`config.mk`:
```
export PLATFORM = sky130hd
export DESIGN_NAME = i2c_cmd_arbiter
export DESIGN_NICKNAME = d
export VERILOG_FILES = /design/src/rtl/i2c_cmd_arbiter.sv
export SDC_FILE = /design/constraint.sdc
export NUM_CORES = 1
export LEC_CHECK = 0
export ABC_CLOCK_PERIOD_IN_PS = 3500
export BUFFER_PORTS_ARGS = -buffer_cell sky130_fd_sc_hd__clkbuf_2
export CELL_PAD_IN_SITES_DETAIL_PLACEMENT = 0
export CELL_PAD_IN_SITES_GLOBAL_PLACEMENT = 1
export CORE_ASPECT_RATIO = 0.9
export CORE_MARGIN = 3
export CORE_UTILIZATION = 39
export DETAILED_ROUTE_END_ITERATION = 16
export HOLD_SLACK_MARGIN = 0.1
export MAX_ROUTING_LAYER = met4
export PLACE_DENSITY_LB_ADDON = 0.1
export SLEW_MARGIN = 20
export SYNTH_ARGS = -nofsm -noshare
export SYNTH_HDL_FRONTEND = slang
export SYNTH_SLANG_ARGS = --single-unit
```
`constraint.sdc`:
```
create_clock -name clk -period 3.5 [get_ports clk]
set_input_delay 0.7 -clock clk [delete_from_list [all_inputs] [get_ports clk]]
set_output_delay 0.7 -clock clk [all_outputs]
set_load 0.01 [all_outputs]
```
`src/rtl/i2c_cmd_arbiter.sv`:
```
// rtl/i2c_cmd_arbiter.sv - round-robin arbiter sharing one camera I2C master between NREQ requesters
module i2c_cmd_arbiter #(
    parameter int NREQ        = 2,
    parameter int TIMEOUT_CYC = 65535
) (
    input  logic                 clk,
    input  logic                 rst_n,
    input  logic [NREQ-1:0]      req_valid,
    input  logic [24*NREQ-1:0]   req_data,
    input  logic [NREQ-1:0]      req_rh_wl,
    output logic [NREQ-1:0]      req_ready,
    output logic [NREQ-1:0]      rsp_done,
    output logic                 rsp_err,
    output logic [7:0]           rsp_data_r,
    output logic                 busy,
    output logic [2:0]           grant_id,
    output logic                 i2c_exec,
    output logic [23:0]          i2c_data,
    output logic                 i2c_rh_wl,
    input  logic                 i2c_done,
    input  logic [7:0]           i2c_data_r
);

    // A zero timeout disables the watchdog; keep a 1-bit timer so the logic stays legal.
    localparam int            TW     = (TIMEOUT_CYC > 0) ? $clog2(TIMEOUT_CYC + 1) : 1;
    localparam logic [TW-1:0] T_LAST = (TIMEOUT_CYC > 0) ? TW'(TIMEOUT_CYC - 1) : '0;
    localparam logic [TW-1:0] T_MAX  = '1;

    typedef enum logic [1:0] {
        S_IDLE,
        S_ISSUE,
        S_WAIT
    } state_t;

    state_t         state, state_n;
    logic [2:0]     last, last_n;
    logic [TW-1:0]  timer, timer_n;
    logic [2:0]     grant_n;
    logic [NREQ-1:0] ready_n, done_n;
    logic           err_n;
    logic [7:0]     rdata_n;
    logic           exec_n;
    logic [23:0]    data_n;
    logic           rh_n;
    logic           busy_n;

    logic           pick_found;
    logic [2:0]     pick_id;
    logic [23:0]    pick_data;
    logic           pick_rh;
    logic [NREQ-1:0] pick_hot, grant_hot;

    // Round-robin search: first pending requester after the last one served, wrapping.
    always_comb begin
        pick_found = 1'b0;
        pick_id    = '0;
        pick_data  = '0;
        pick_rh    = 1'b0;
        for (int k = 1; k <= NREQ; k++) begin
            for (int i = 0; i < NREQ; i++) begin
                if (!pick_found && req_valid[i] && (i == (int'(last) + k) % NREQ)) begin
                    pick_found = 1'b1;
                    pick_id    = 3'(i);
                    pick_data  = req_data[24*i +: 24];
                    pick_rh    = req_rh_wl[i];
                end
            end
        end
    end

    // One-hot views of the candidate and of the current owner for the pulse outputs.
    always_comb begin
        pick_hot  = '0;
        grant_hot = '0;
        for (int i = 0; i < NREQ; i++) begin
            pick_hot[i]  = (i == int'(pick_id));
            grant_hot[i] = (i == int'(grant_id));
        end
    end

    // Next-state and next-output logic; pulses default low, everything else holds.
    always_comb begin
        state_n = state;
        last_n  = last;
        timer_n = timer;
        grant_n = grant_id;
        ready_n = '0;
        done_n  = '0;
        err_n   = rsp_err;
        rdata_n = rsp_data_r;
        exec_n  = 1'b0;
        data_n  = i2c_data;
        rh_n    = i2c_rh_wl;
        busy_n  = busy;
        case (state)
            S_IDLE: begin
                if (pick_found) begin
                    ready_n = pick_hot;
                    data_n  = pick_data;
                    rh_n    = pick_rh;
                    grant_n = pick_id;
                    last_n  = pick_id;
                    busy_n  = 1'b1;
                    state_n = S_ISSUE;
                end
            end
            S_ISSUE: begin
                exec_n  = 1'b1;
                timer_n = '0;
                state_n = S_WAIT;
            end
            S_WAIT: begin
                if (timer != T_MAX) begin
                    timer_n = timer + 1'b1;
                end
                // A completion on the timeout cycle still counts as success.
                if (i2c_done) begin
                    done_n  = grant_hot;
                    err_n   = 1'b0;
                    rdata_n = i2c_rh_wl ? i2c_data_r : 8'h00;
                    busy_n  = 1'b0;
                    state_n = S_IDLE;
                end else if ((TIMEOUT_CYC != 0) && (timer == T_LAST)) begin
                    done_n  = grant_hot;
                    err_n   = 1'b1;
                    rdata_n = 8'h00;
                    busy_n  = 1'b0;
                    state_n = S_IDLE;
                end
            end
            default: begin
                state_n = S_IDLE;
            end
        endcase
    end

    // State and registered outputs; reset abandons any transaction silently.
    always_ff @(posedge clk or negedge rst_n) begin
        if (!rst_n) begin
            state      <= S_IDLE;
            last       <= 3'(NREQ - 1);
            timer      <= '0;
            grant_id   <= '0;
            req_ready  <= '0;
            rsp_done   <= '0;
            rsp_err    <= 1'b0;
            rsp_data_r <= '0;
            i2c_exec   <= 1'b0;
            i2c_data   <= '0;
            i2c_rh_wl  <= 1'b0;
            busy       <= 1'b0;
        end else begin
            state      <= state_n;
            last       <= last_n;
            timer      <= timer_n;
            grant_id   <= grant_n;
            req_ready  <= ready_n;
            rsp_done   <= done_n;
            rsp_err    <= err_n;
            rsp_data_r <= rdata_n;
            i2c_exec   <= exec_n;
            i2c_data   <= data_n;
            i2c_rh_wl  <= rh_n;
            busy       <= busy_n;
        end
    end

endmodule

```
# Yosys cells after proc, flatten, opt, wreduce, memory -nomap -nowiden
# Index checks and enable logic that the tools add are counted.
op_classes:
  addsub: 3
  mul: 0
  div: 0
  n_lt_le_gt_ge: 0
  n_eq_ne: 11
  shift: 0
  muxes: 36
  n_bitwise: 2
  reduce_logical: 23
op_table:
  columns: ["op", "count"]
  rows:
  - ["$mux 24", 4]
  - ["$logic_not 32->1", 2]
  - ["$pmux 16 s2", 1]
  - ["$mux 8", 3]
  - ["$add 16x1->16 const B", 1]
  - ["$eq 16x16->1 const B", 1]
  - ["$mux 16", 1]
  - ["$mux 2", 8]
  - ["$ne 16x16->1 const B", 1]
  - ["$mux 1", 15]
  - ["$reduce_and 2->1", 4]
  - ["$logic_and 1x1->1", 7]
  - ["$eq 2x3->1 const A", 2]
  - ["$logic_not 3->1", 2]
  - ["$mux 3", 2]
  - ["$pmux 2 s3", 1]
  - ["$reduce_bool 2->1", 3]
  - ["$eq 2x2->1 const A", 2]
  - ["$ne 2x2->1 const B", 2]
  - ["$logic_not 1->1", 3]
  - ["$ne 3x3->1 const B", 1]
  - ["$reduce_and 3->1", 1]
  - ["$add 1x1->1 const B", 2]
  - ["$and 1x1->1 const A", 2]
  - ["other kinds (4)", 4]
word_totals:
  ff_bits: 62
  latchBits: 0
  ram_bits: 0
  mem_bits_ro: 0
  input_bits: 63
  wordCells: 87
  n_memories: 0

# Logic depth before layout (Yosys ltp)
depth:
  word_depth: 20
  mapped_depth: 7

# Worst setup path before layout
# OpenSTA, ideal clock, no wires.
synth_path:
  kind: "register to register"
  from: "reg timer[0]"
  to: "reg timer[7]"
  setup_ns: 0.069
  t_arrival_ns: 1.601
  required_time_ns: 3.431
  slack_ns: 1.830
  stages_incl_launch_ff: 8
  n_path_buf: 1
  cell_sequence: "dfrtp_1 -> ha_1 -> nand3_1 -> nor2_4 -> a21o_2 -> buf_6 -> or3_1 -> nand3_1"
synth_between:
  elab_chain_len: 3
synth_lines:
  columns: ["element", "line", "text"]
  rows:
  - ["from (decl)", "37", "logic [TW-1:0] timer, timer_n;"]
  - ["from (signal assigned)", "155", "timer <= timer_n;"]
  - ["$add 16x1->16 or $ne 16x16->1 (tied branches)", "114, 113", null]
  - ["$mux 16 or $ne 2x2->1 (tied branches)", null, null]
  - ["$pmux 16 s2 or $reduce_and 2->1 (tied branches)", null, null]
# Several ways; a longest one is shown, not always the timed one. The select of a mux whose other input is x is not followed.
# A chain may end at the register's enable or synchronous reset.

# Final worst setup path
layout_path:
  from: "reg timer[0]"
  to: "reg timer[9]"
# Same word-level chain as after synthesis.

==> impl_metrics.yaml <==
setup_path:
  worstPathArrival_ns: 2.07
  cpMaxStageDelayCell: "dfrtp_1"
  reg2reg_depth: 6
  path_buf_inv: 0
  crit_required_ns: 3.71
  worstSetupPathDepth: 6
  path_cells: "ha_1, nand3_1, nor2_4, a21oi_1, and3_1, a311o_1"
  cp_top_family: "simple AND/OR/NAND/NOR gates"
  endpoint_kind: "flop"
  slowest_delay_ns: 0.45
  worstPathMaxFanout: 7
  path_class: "flop to flop"
  cp-start-kind: "flop"
placed_design:
  globalplace.congestion: 0.787
  place_hpwl_um: 4670
  io_buffers: 103
cts:
  cts.repair.resized: 0
  hold_buffers: 0
  cts_buffers: 9
  cts.clk_slew.worst_paths_ns: 0.07
  clkLatencyLatePin_ns: 0.33
  cts_htree_levels: 3
  post_cts.repair.setup_buffers: 0
  cts_tree: "yes"
  cts.sinks: 60
  clock-root-buffer: "clkbuf_8"
  clk_path_buf_depth: 2
drt:
  drcViolationCount: 0
  final_antenna_net_count: 0
  routed_wl_um: 6400
  wl_per_cell_um: 13.8
  via_per_inst: 5.04
  num_vias: 2327
  first_pass_iters: 4
  first_iter_violations: 126
timing:
  max_freq_mhz: 539
  post-route-period-util_pct: 53.0
  finalHoldViolations: 0
  maxSlewHeadroom_pct: 48.1
  fin_setup_tns_ns: 0
  rsz0062_at_grt: "no"
  finClkSkew_ns: 0.00754
  setup-violations-final: 0
  drv_slew: 0
  worst_pin_slew_ns: 0.776
  fin_crit_ns: 1.85
power_and_ir_drop:
  finalPower_uw: 2600
  powerDensity_nw_per_um2: 736
  vdd_drop_max_v: 0.000290
  leakagePower_uw: 0.00181
worst_hold_path:
  hold_path_class: "input pin to asynchronous set/reset pin"
layout:
  fin_nets: 432
  drive_gt1_share_pct: 36.3
  seqCellArea_um2: 1500
  num_antenna_cells: 0
  areaGrowthSynthToFinish_pct: 31.0
  post-route-util_pct: 53.3
  n_fill_cell: 633
  multiInputGateArea_um2: 1120
floorplan:
  fp.dieW_um: 93.6
  core_um2: 6620
  io_pins: 106
  initial_core_util_pct: 40.7
  die-area_um2: 7940
  die_h_um: 84.8
  num_rows: 28
yosys:
  ys.warnings.count: 0
  synth_area_um2: 2690
  seq_area_frac_synth_pct: 55.8
  synth_seq_cells: 60
  postSynthAreaPerCell_um2: 10.3
  synth_edf_count: 0
  postSynth.topFlopCell: "dfrtp_1"
  netlist_instances: 261
  async_flop_share_pct: 100
  ys_types: 47
flow_run:
  cap_violations: 0
grt:
  antenna_found_initial: 0
  gr-total-overflow: 0
  track_usage_pct: 17.7
  grt_pass1_vias: 2207
  grt_pass1_wl_um: 10700
  grt_max_degree: 38
outcome:
  outcome: "finished clean"
==> worst reg2reg max path: stages, from the launching register on <==
cell,delay (ns)
dfrtp_1,0.45
ha_1,0.23
nand3_1,0.18
nor2_4,0.20
a21oi_1,0.20
and3_1,0.23
a311o_1,0.26
==> path summary, 6_finish.rpt <==
| check | start | to | slack [ns] |
|---|---|---|---|
| hold / removal | rst_n | rsp_data_r[2] | 0.34 |
| setup / recovery | timer[0] | timer[9] | 1.65 |
| setup reg to reg | timer[0] | timer[9] | 1.65 |
| hold reg to reg | i2c_data[14] | i2c_data[14] | 0.48 |
| min in group clk | i2c_data[14] | i2c_data[14] | 0.48 |
| max in group asynchronous | rst_n | last[0] | 2.40 |
==> cells in the mapped netlist (2+ instances only) <==
master,n,share of area (%)
clkbuf_1,8,1.1
buf_4,2,0.56
and3_1,5,1.2
nand2b_1,3,0.70
a21o_1,2,0.56
nand4_1,4,0.93
a21boi_1,2,0.56
o31ai_1,2,0.56
inv_1,5,0.70
nand3_1,12,2.2
a31oi_1,2,0.46
o21ai_0,30,5.6
a21o_2,2,0.65
nor2_1,10,1.4
or3_1,2,0.46
a22oi_1,25,7.0
nand2_1,40,5.6
a22o_1,8,2.6
ha_1,2,0.93
o22ai_1,2,0.46
a21oi_1,3,0.56
mux2i_1,4,1.5
buf_2,3,0.56
dfrtp_1,59,55
nor2b_1,2,0.46
==> logic make-up (layout without fill, tap and decap cells) <==
group | after synthesis | after routing | share of synthesized area, %
adder cells (fa/ha/maj) | 2 | 2 | 0.929
AND/OR/NAND/NOR | 88 | 88 | 16.4
other | 1 | 2 | 0.139
AO/OA/AOI/OAI | 86 | 86 | 21.6
flip-flops | 60 | 60 | 55.8
multiplexers | 4 | 4 | 1.49
XOR/XNOR | 1 | 1 | 0.325
buffers and inverters | 19 | 129 | 3.34
==> report_power, final <==
group	internal, uW	switching, uW
Combinational	335	499
Sequential	923	150
Clock	420	268
==> flip-flops by register name (all words and copies together), names as in the netlist, 2 cells and up <==
register / flops
i2c_data: 24
req_ready: 2
rsp_data_r: 8
rsp_done: 2
state: 2
timer: 16
==> metal layers <==
layer | track usage, % | routed length, um | up-vias
li1 | - | - | 1165
met1 | 24.2 | 3080 | 1089
met2 | 25.5 | 2830 | 66
met3 | 4.17 | 395 | 7
met4 | 7.48 | 87 | 0
met5 | - | 0 | -
==> final cells by class <==
class | instances | share of cell area, %
Sequential cell | 60 | 42.6
Multi-Input combinational cell | 183 | 31.8
Timing Repair Buffer | 108 | 15.7
Clock buffer | 12 | 4.11
Tap cell | 90 | 3.19
Clock inverter | 4 | 2.06
Inverter | 5 | 0.532
==> cell usage in the layout, fill, tap and decap left out, types with 8 or more instances in the layout <==
cell type,instances
dfrtp_1,59
clkbuf_2,103
a22o_1,8
o21ai_0,30
nor2_1,10
nand3_1,12
a22oi_1,25
clkbuf_8,10
nand2_1,40
==> stage by stage <==
| step | setup WS [ns] | instances | hold slack (ns) | area [um2] |
|---|---|---|---|---|
| 3_3_place_gp | 1.48 | 446 | 0.461 | 3310 |
| 5_1_grt | 1.45 | 462 | 0.373 | 3530 |
| 4_1_cts | 1.66 | 462 | 0.346 | 3530 |
| 2_1_floorplan | 1.83 | 262 | 0.404 | 2700 |
| 6_report | 1.65 | 462 | 0.340 | 3530 |
| 3_5_place_dp | 1.43 | 446 | 0.469 | 3310 |
Power figures use the tool's default switching activity.
